==> src/rtl/fir_tap_delay_line.sv <==
// FIR tap delay line: strobed shift register exposing all taps.
// Optional symmetric pre-adder enabled by macro SYM_PREADD_EN.
module fir_tap_delay_line #(
  parameter  int WIDTH = 3,
  parameter  int DEPTH = 40,
  localparam int CNT_W = $clog2(DEPTH + 1)
) (
  input  logic                   iClk12M,
  input  logic                   iRst,
  input  logic                   iEnSample,
  input  logic                   iClear,
  input  logic [WIDTH-1:0]       iFirIn,
  output logic [DEPTH*WIDTH-1:0] oTapBus,
  output logic                   oTapValid,
  output logic                   oFull,
  output logic [CNT_W-1:0]       oFillCnt
`ifdef SYM_PREADD_EN
  ,
  output logic [(DEPTH/2)*(WIDTH+1)-1:0] oPreAdd,
  output logic                           oPreValid
`endif
);

  localparam logic [CNT_W-1:0] DEPTH_C = CNT_W'(DEPTH);

  logic             shift;
  logic [CNT_W-1:0] cnt_nxt;

  assign shift = iEnSample & ~iClear;

  // Next fill count: clear wins, saturate at DEPTH.
  always_comb begin
    cnt_nxt = oFillCnt;
    if (iClear)
      cnt_nxt = '0;
    else if (iEnSample && (oFillCnt != DEPTH_C))
      cnt_nxt = oFillCnt + 1'b1;
  end

  // Tap chain; tap 0 sits in the low slice.
  always_ff @(posedge iClk12M or posedge iRst) begin
    if (iRst)
      oTapBus <= '0;
    else if (iClear)
      oTapBus <= '0;
    else if (iEnSample)
      oTapBus <= {oTapBus[(DEPTH-1)*WIDTH-1:0], iFirIn};
  end

  // Status flags and fill count.
  always_ff @(posedge iClk12M or posedge iRst) begin
    if (iRst) begin
      oTapValid <= 1'b0;
      oFull     <= 1'b0;
      oFillCnt  <= '0;
    end else begin
      oTapValid <= shift;
      oFull     <= (cnt_nxt == DEPTH_C);
      oFillCnt  <= cnt_nxt;
    end
  end

`ifdef SYM_PREADD_EN
  localparam int HALF = DEPTH / 2;
  localparam int PW   = WIDTH + 1;

  if ((DEPTH % 2) != 0) begin : g_odd
    $error("fir_tap_delay_line: DEPTH must be even");
  end

  logic [HALF*PW-1:0] pre_nxt;

  // Sign-extended sums of mirrored tap pairs.
  always_comb begin
    pre_nxt = '0;
    for (int j = 0; j < HALF; j++) begin
      pre_nxt[j*PW +: PW] =
        {oTapBus[j*WIDTH+WIDTH-1], oTapBus[j*WIDTH +: WIDTH]} +
        {oTapBus[(DEPTH-1-j)*WIDTH+WIDTH-1],
         oTapBus[(DEPTH-1-j)*WIDTH +: WIDTH]};
    end
  end

  // Pre-add register follows the tap update by one cycle.
  always_ff @(posedge iClk12M or posedge iRst) begin
    if (iRst) begin
      oPreAdd   <= '0;
      oPreValid <= 1'b0;
    end else if (iClear) begin
      oPreAdd   <= '0;
      oPreValid <= 1'b0;
    end else begin
      oPreValid <= oTapValid;
      if (oTapValid)
        oPreAdd <= pre_nxt;
    end
  end
`endif

endmodule

==> config.mk <==
export PLATFORM = sky130hd
export DESIGN_NAME = fir_tap_delay_line
export DESIGN_NICKNAME = d
export VERILOG_FILES = /design/src/rtl/fir_tap_delay_line.sv
export SDC_FILE = /design/constraint.sdc
export NUM_CORES = 1
export LEC_CHECK = 0
export ABC_AREA = 1
export CORE_MARGIN = 4
export CORE_UTILIZATION = 42
export CTS_CLUSTER_DIAMETER = 50
export DETAILED_ROUTE_END_ITERATION = 8
export PLACE_DENSITY = 0.71
export SLEW_MARGIN = 20
export SYNTH_ARGS = -nofsm -noshare
export SYNTH_HDL_FRONTEND = slang
export SYNTH_SLANG_ARGS = --single-unit
==> constraint.sdc <==
create_clock -name iClk12M -period 5.9 [get_ports iClk12M]
set_input_delay 0.885 -clock iClk12M [delete_from_list [all_inputs] [get_ports iClk12M]]
set_output_delay 0.885 -clock iClk12M [all_outputs]
set_load 0.01 [all_outputs]
==> results of run 1 <==
[cell families (layout without fill, tap and decap cells)]
family	count (synthesis)	in the layout	synth area share, %
AO/OA/AOI/OAI	121	121	18.61
adder cells (fa/ha/maj)	2	2	0.4976
buffers and inverters	161	306	13.51
flip-flops	128	128	63.70
AND/OR/NAND/NOR	40	40	3.683
[area by class of cell]
type	instances	area [µm²]	share of cell area, %
Tap cell	143	178.9	2.555
Multi-Input combinational cell	163	1151	16.44
Timing Repair Buffer	137	1364	19.47
Clock buffer	18	429.2	6.128
Clock inverter	14	157.7	2.251
Sequential cell	128	3203	45.74
Inverter	137	519.2	7.415
[state kept, by name (all words and copies together) (netlist names)]
register   count
oTapValid      1
oFull          1
oFillCnt       6
oTapBus      120
[critical path, delay by kind of cell]
kind | cells | cell delay (ns)
buffers and inverters | 3 | 1.29
AND/OR/NAND/NOR | 1 | 0.67
AO/OA/AOI/OAI | 1 | 0.15
[final timing paths]
check | end | start | cells after the start | slack (ns)
max in group asynchronous | oTapBus[55]$_DFFE_PP0P_ | iRst | 3 | 3.62
hold reg to reg | oTapBus[118]$_DFFE_PP0P_ | oTapBus[118]$_DFFE_PP0P_ | 2 | 0.52
hold / removal | oTapBus[118]$_DFFE_PP0P_ | oTapBus[118]$_DFFE_PP0P_ | 2 | 0.52
setup reg to reg | oFull$_DFF_PP0_ | oFillCnt[0]$_DFF_PP0_ | 10 | 4.44
setup / recovery | oTapBus[45]$_DFFE_PP0P_ | iEnSample | 5 | 3.12
min in group asynchronous | oTapBus[108]$_DFFE_PP0P_ | iRst | 2 | 1.01
[synth_stat cells, types with 2 or more instances]
library cell	instances	share of area (%)
nand3_1	16	1.6
inv_1	134	10
o21ai_0	7	0.70
o22ai_1	84	10
buf_6	7	1.6
inv_2	3	0.22
dfrtp_1	128	64
nand2_1	17	1.3
ha_1	2	0.50
o22ai_2	30	7.5
buf_2	15	1.5
nor2_1	3	0.22
[metal layers]
| metal | share of wire [%] | wire length (µm) | vias up | track usage (%) |
|---|---|---|---|---|
| met2 | 49 | 5467 | 90 | 26.16 |
| met3 | 4.2 | 477 | 6 | 6.064 |
| met4 | 0.56 | 63 | 0 | 3.519 |
| met5 | 0 | 0 | - | 0 |
| li1 | - | - | 1754 | - |
| met1 | 47 | 5238 | 1797 | 22.48 |
[metrics by stage]
stage               hold slack (ns)  instances  total power [mW]
floorplan                    0.5452        452            0.9602
global placement             0.5036        708            0.9791
detailed placement           0.5022        708            0.9811
CTS                          0.5177        740             2.005
global route                 0.5604        740             2.061
finish                       0.5221        740             1.986
[where the power goes]
part	total [mW]	leakage, nW	switching [mW]	internal, mW
clock	1.02	0.278	0.393	0.629
combinational	0.0785	0.845	0.0577	0.0208
sequential	0.886	1.78	0.00340	0.882
total	1.99	2.91	0.454	1.53
==> impl_metrics.json, run 1 <==
{
  "worst_pin_slew_ns": 0.8793,
  "cts_tree": "done",
  "start_kind": "input port",
  "dp_slack_ns": 2.723,
  "ir_worst_vdd_mv": 0.1418,
  "areaGrowthSynthToFinish_pct": 39.26,
  "final_cell_area_mm2": 0.007003,
  "hp-class": "reg2reg",
  "synth_seq_area_share_pct": 63.70,
  "arrival_ns": 3.02,
  "design.core.area_mm2": 0.01156,
  "fill_cells": 979,
  "die_area_mm2": 0.01379,
  "initial_core_util_pct": 43.48,
  "path_class": "in2reg",
  "core.rowCount": 39,
  "fin_worst_skew_ns": 0.007188,
  "num_io_pins": 135,
  "mostFrequentLayoutCell": "clkdlybuf4s50_1",
  "cts_hold_buf": 0,
  "syn-cell-area_mm2": 0.005029,
  "synth_nets": 461,
  "setup_violations": 0,
  "grt_use_total_pct": 16.68,
  "final_cell_mix": "clkdlybuf4s50_1, inv_1, dfrtp_1",
  "crit_fanout": 82,
  "max-slew-margin-rel_pct": 41.33,
  "clk_path_buf_depth": 2,
  "cts_setup_buffers": 0,
  "grt_remaining_overflow": 0,
  "powerDensity_mw_per_mm2": 283.6,
  "async_flop_share_pct": 100.0,
  "wl_per_cell_um": 15.20,
  "clock_latency_ns": 0.40,
  "placed_area_mm2": 0.006416,
  "numCtsBuffers": 17,
  "die_height_um": 117.4,
  "final_util_pct": 60.55,
  "rsz0062_at_grt": "false",
  "crit_slowest_cell": "nand2_4",
  "dr.pass1.iters": 4,
  "antenna_found_initial": 0,
  "finalWirelength_mm": 11.25,
  "crit_chain": "clkdlybuf4s50_1 > inv_2 > nand2_4 > buf_4 > o22ai_1",
  "cts_sinks": 128,
  "nets": 593,
  "yosys_most_used_dff": "dfrtp_1",
  "critPathRequiredTime_ns": 6.14,
  "hpwl_mm": 7.590,
  "grt_pass1_vias": 3714,
  "clockRootBuffer": "clkbuf_16",
  "port_buffers": 134,
  "antenna_left": 0,
  "max_freq_mhz": 359.8,
  "grt_max_degree": 83,
  "cp-end-kind": "flop",
  "avgSynthCellArea_um2": 11.13,
  "final.setup.worst_slack_ns": 3.121,
  "synth_cell_types": 18,
  "grt_pass1_wl_mm": 18.86,
  "antennaDiodeCount": 0,
  "slew_violations": 0,
  "period_minus_slack_ns": 2.779,
  "fp.dieW_um": 117.4,
  "drive_gt1_share_pct": 11.89,
  "via_count": 3647,
  "yosysWarningCount": 0,
  "maxCapViolCount": 0,
  "htree_levels": 4,
  "drc": 0,
  "place_congestion": 0.8420,
  "setup_tns_ns": 0,
  "p_leak_nw": 2.907,
  "ctsResizeCount": 0,
  "max_stage_delay_ns": 0.67,
  "ys_seq_elements": 128,
  "syn_inst": 452,
  "synth_edf_count": 0,
  "drt_iter0_drc": 278,
  "cts.clk_slew.worst_paths_ns": 0.06,
  "hold_viol_final": 0,
  "status": "complete, no violations",
  "viasPerCell": 4.928,
  "post-route-period-util_pct": 47.11
}
Power figures use the tool's default switching activity.
==> run 2: changes to the inputs <==
- clock period: 5.9 -> 2.85 ns (I/O delays scaled with it)
==> run 2 against run 1 <==
Compared with the run above: combinational power up 130%; via count up 1.3%; first-iteration DRC count up 0.36%; die area unchanged; global-route usage up 0.20 points; final area up 1.6%; clock skew up 0.0030 ns; critical path type is now reg2out; largest power group unchanged.
==> impl_metrics.json, run 2 (same netlist as run 1, synthesis figures left out) <==
{
  "reg2reg_slack_ns": 1.36,
  "max-slew-margin-rel_pct": 69.65,
  "cts_tree": "done",
  "nets": 598,
  "crit_fanout": 6,
  "period_minus_slack_ns": 1.828,
  "grt_use_total_pct": 16.88,
  "antennaDiodeCount": 0,
  "slew_violations": 0,
  "fp.dieW_um": 117.4,
  "setup_violations": 0,
  "finalWirelength_mm": 11.47,
  "post-route-period-util_pct": 64.13,
  "dr.pass1.iters": 4,
  "r2r_cells": 10,
  "drc": 0,
  "fin_cells": 745,
  "drive_gt1_share_pct": 12.62,
  "critPathLaunch": "oFillCnt[2]$_DFF_PP0_",
  "seq_area_mm2": 0.003203,
  "maxCapViolCount": 0,
  "path_class": "reg2out",
  "viasPerCell": 4.958,
  "critPathRequiredTime_ns": 2.42,
  "critical_path_buf_inv_count": 1,
  "hpwl_mm": 7.913,
  "timing.rr.start": "oFillCnt[0]$_DFF_PP0_",
  "fin_worst_skew_ns": 0.01014,
  "multiInputGateArea_mm2": 0.001151,
  "antenna_found_initial": 0,
  "fill_cells": 962,
  "ctsResizeCount": 0,
  "core.rowCount": 39,
  "final_util_pct": 61.55,
  "place_congestion": 0.8276,
  "finalPower_mw": 4.156,
  "grt_max_degree": 84,
  "placed_area_mm2": 0.006518,
  "max_freq_mhz": 547.2,
  "wl_per_cell_um": 15.39,
  "rsz0062_at_grt": "false",
  "arrival_ns": 1.40,
  "cts.clk_slew.worst_paths_ns": 0.06,
  "initial_core_util_pct": 43.48,
  "design.core.area_mm2": 0.01156,
  "largest_reg_flops": 120,
  "reg_top3": "oTapBus (120), oFillCnt (6)",
  "max_stage_delay_ns": 0.57,
  "grt_pass1_vias": 3774,
  "worstReg2RegEnd": "oFull$_DFF_PP0_",
  "mostFrequentLayoutCell": "clkdlybuf4s50_1",
  "ir_worst_vdd_mv": 0.2831,
  "start_kind": "flop",
  "die_height_um": 117.4,
  "cp-end-kind": "output port",
  "top_register": "oTapBus",
  "hold_viol_final": 0,
  "grt_remaining_overflow": 0,
  "cts_setup_buffers": 0,
  "crit_slowest_cell": "clkdlybuf4s50_1",
  "worst_pin_slew_ns": 0.4552,
  "die_area_mm2": 0.01379,
  "port_buffers": 134,
  "via_count": 3694,
  "powerDensity_mw_per_mm2": 583.8,
  "final_cell_area_mm2": 0.007118,
  "setup_tns_ns": 0,
  "numCtsBuffers": 17,
  "cts_sinks": 128,
  "p_leak_nw": 2.955,
  "clock_latency_ns": 0.40,
  "clockRootBuffer": "clkbuf_16",
  "hp-class": "in2async",
  "cp_top_family": "buffers and inverters",
  "cts_hold_buf": 0,
  "clk_path_buf_depth": 2,
  "grt_pass1_wl_mm": 19.04,
  "drt_iter0_drc": 279,
  "dp.cells": 713,
  "status": "complete, no violations",
  "areaGrowthSynthToFinish_pct": 41.55,
  "antenna_left": 0,
  "crit_chain": "clkdlybuf4s50_1",
  "htree_levels": 4,
  "num_io_pins": 135,
  "final_cell_mix": "clkdlybuf4s50_1, inv_1, dfrtp_1"
}
run 2: changes by cell type in the layout (fill, tap and decap cells not counted), sizes merged:
| cell | change |
|---|---|
| inv | -4 |
| clkbuf | +3 |
| clkinvlp | +2 |
| buf | +5 |
| clkinv | -1 |
run 2: worst max-delay path by stage:
| stage | cells after the start | slack [ns] | end |
|---|---|---|---|
| 6_report | 1 | 1.02 | oFillCnt[2] |
| 5_1_grt | 6 | 0.94 | oTapBus[119]$_DFFE_PP0P_ |
| 4_1_cts | 1 | 1.0 | oFillCnt[2] |
| 3_5_place_dp | 6 | 0.65 | oTapBus[113]$_DFFE_PP0P_ |
| 3_3_place_gp | 6 | 0.72 | oTapBus[117]$_DFFE_PP0P_ |
| 2_1_floorplan | 1 | 0.84 | oFillCnt[0]$_DFF_PP0_ |
run 2: metrics by stage:
step / hold WS (ns) / setup WS [ns]
after CTS: 0.4652 / 0.9977
after floorplan: 0.5025 / 0.8413
after detailed placement: 0.5152 / 0.6507
final: 0.4728 / 1.022
after global placement: 0.5157 / 0.7166
after global routing: 0.4830 / 0.9384
run 2: layout make-up:
class	instances	share of cell area, %
sequential	128	45.00
timing repair buffer	142	20.57
clock inverter	11	1.828
multi-input combinational	163	16.17
tap	143	2.514
inverter	137	7.312
clock buffer	21	6.609
run 2: per-layer routing:
metal | vias up | share of wire [%] | global-route usage [%]
met5 | - | 0 | 0
met1 | 1801 | 45 | 21.86
met3 | 14 | 5.0 | 5.534
li1 | 1771 | - | -
met2 | 108 | 49 | 26.66
met4 | 0 | 1.3 | 6.158
run 2: power by group:
part	switching, mW	internal [mW]
Clock	0.778	1.36
Combinational	0.124	0.0571
Sequential	0.00673	1.83
Total	0.908	3.25
==> run 3: changes to the inputs <==
- clock period: 2.85 -> 1.8 ns (I/O delays scaled with it)
==> run 3 against run 2 <==
Compared with the run above: final cell count rose by 0.13%; highest routed layer unchanged; die area stayed put; global-route usage rose by 0.87 points.
==> impl_metrics.json, run 3 (same netlist as run 1, synthesis figures left out) <==
{
  "hold_viol_final": 0,
  "final_cell_mix": "clkdlybuf4s50_1, inv_1, dfrtp_1",
  "cts_sinks": 128,
  "clockRootBuffer": "clkbuf_16",
  "fp.dieW_um": 117.4,
  "finalPower_mw": 6.729,
  "numCtsBuffers": 17,
  "cts_setup_buffers": 0,
  "timing.rr.start": "oFillCnt[0]$_DFF_PP0_",
  "drc": 0,
  "die_height_um": 117.4,
  "nets": 600,
  "critical_path_buf_inv_count": 1,
  "clock_latency_ns": 0.40,
  "via_count": 3714,
  "r2r_cells": 10,
  "initial_core_util_pct": 43.48,
  "p_leak_nw": 2.984,
  "hpwl_mm": 7.945,
  "slew_violations": 0,
  "mostFrequentLayoutCell": "clkdlybuf4s50_1",
  "dp.cells": 715,
  "path_class": "reg2out",
  "path_depth": 1,
  "antenna_found_initial": 0,
  "ctsResizeCount": 0,
  "maxCapViolCount": 0,
  "final_cell_area_mm2": 0.007156,
  "port_buffers": 134,
  "powerDensity_mw_per_mm2": 940.4,
  "drt_iter0_drc": 305,
  "largest_reg_flops": 120,
  "p_sw_share_pct": 20.86,
  "rsz0062_at_grt": "false",
  "crit_chain": "clkdlybuf4s50_1",
  "drive_gt1_share_pct": 12.60,
  "crit_fanout": 6,
  "hold_ws_ns": 0.3810,
  "critPathLaunch": "oFillCnt[2]$_DFF_PP0_",
  "num_io_pins": 135,
  "cts_hold_buf": 0,
  "cts_tree": "done",
  "grt_pass1_wl_mm": 19.91,
  "arrival_ns": 1.40,
  "grt_pass1_vias": 3928,
  "grt_max_degree": 98,
  "ir_worst_vdd_mv": 0.5377,
  "fin_cells": 746,
  "dr.pass1.iters": 4,
  "worst_pin_slew_ns": 0.5097,
  "worstReg2RegEnd": "oFull$_DFF_PP0_",
  "core.rowCount": 39,
  "crit_slowest_cell": "clkdlybuf4s50_1",
  "critPathRequiredTime_ns": 1.53,
  "fin_worst_skew_ns": 0.008426,
  "max_freq_mhz": 597.3,
  "max-slew-margin-rel_pct": 66.02,
  "viasPerCell": 4.979,
  "placed_area_mm2": 0.006545,
  "reg2reg_slack_ns": 0.31,
  "status": "complete, no violations",
  "p_switching_mw": 1.404,
  "cp_top_family": "buffers and inverters",
  "max_stage_delay_ns": 0.57,
  "period_minus_slack_ns": 1.674,
  "areaGrowthSynthToFinish_pct": 42.30,
  "wl_per_cell_um": 15.58,
  "cts.clk_slew.worst_paths_ns": 0.06,
  "intPower_mw": 5.326,
  "post-route-period-util_pct": 93.01,
  "place_congestion": 0.7800,
  "clk_path_buf_depth": 2,
  "design.core.area_mm2": 0.01156,
  "grt_use_total_pct": 17.75,
  "pwr-share-clk_pct": 52.5,
  "antennaDiodeCount": 0,
  "htree_levels": 4,
  "p_comb_share_pct": 4.4,
  "seq_power_share_pct": 43.2,
  "setup_violations": 0,
  "hp-class": "in2async",
  "start_kind": "flop",
  "cp-endpoint": "oFillCnt[2]",
  "finalWirelength_mm": 11.62,
  "grt_remaining_overflow": 0,
  "cp-end-kind": "output port",
  "reg_top3": "oTapBus (120), oFillCnt (6)",
  "top_register": "oTapBus",
  "antenna_left": 0,
  "die_area_mm2": 0.01379
}
[run 3: changes by cell type in the layout (fill, tap and decap cells not counted)]
cell        before  now
clkbuf_1         1    2
buf_12           5    6
clkinvlp_4       5    3
clkinv_2         1    4
inv_6            2    0
bufinv_16        2    4
clkinv_4         2    1
buf_4            3    4
clkbuf_8         3    1
[run 3: routing by layer]
metal  routed length, µm  global-route usage (%)  vias to the layer above
li1                    -                       -                     1762
met1                5005                   21.96                     1829
met2                5646                   28.32                      113
met3                 861                   7.122                       10
met4                 108                   6.305                        0
met5                   0                       0                        -
[run 3: metrics by stage]
stage	setup TNS (ns)	util (%)	setup WS (ns)
after floorplan	-6.560	-	-0.05125
after global placement	0	56.59	0.1507
after detailed placement	0	56.59	0.08918
after CTS	0	61.87	0.1011
after global routing	0	61.87	0.06282
final	0	61.87	0.1258
[run 3: final cells by class]
type                    instances  area, µm²
clock inverters                11      163.9
clock buffers                  20      446.7
multi-input cells             163       1151
inverters                     137      520.5
well taps                     143      178.9
repair buffers                144       1491
flip-flops and latches        128       3203
fillers                       911       4409
[run 3: worst min-delay path by stage]
stage                                  start                        to  slack [ns]  depth (start not counted)
floorplan                             iClear       oTapValid$_DFF_PP0_        0.34                          1
global placement    oTapBus[117]$_DFFE_PP0P_  oTapBus[117]$_DFFE_PP0P_        0.51                          2
detailed placement  oTapBus[117]$_DFFE_PP0P_  oTapBus[117]$_DFFE_PP0P_        0.50                          2
CTS                                     iRst   oTapBus[88]$_DFFE_PP0P_        0.37                          3
global route                            iRst   oTapBus[88]$_DFFE_PP0P_        0.41                          3
finish                                  iRst   oTapBus[85]$_DFFE_PP0P_        0.38                          3
[run 3: power by group through the flow]
stage                     registers, mW  clock network (mW)  logic, mW
final                              2.90                3.53      0.294
after global routing               2.90                3.76      0.326
after CTS                          2.90                3.61      0.301
after detailed placement           2.95                   0      0.299
after global placement             2.95                   0      0.291
after floorplan                    2.96                   0      0.189
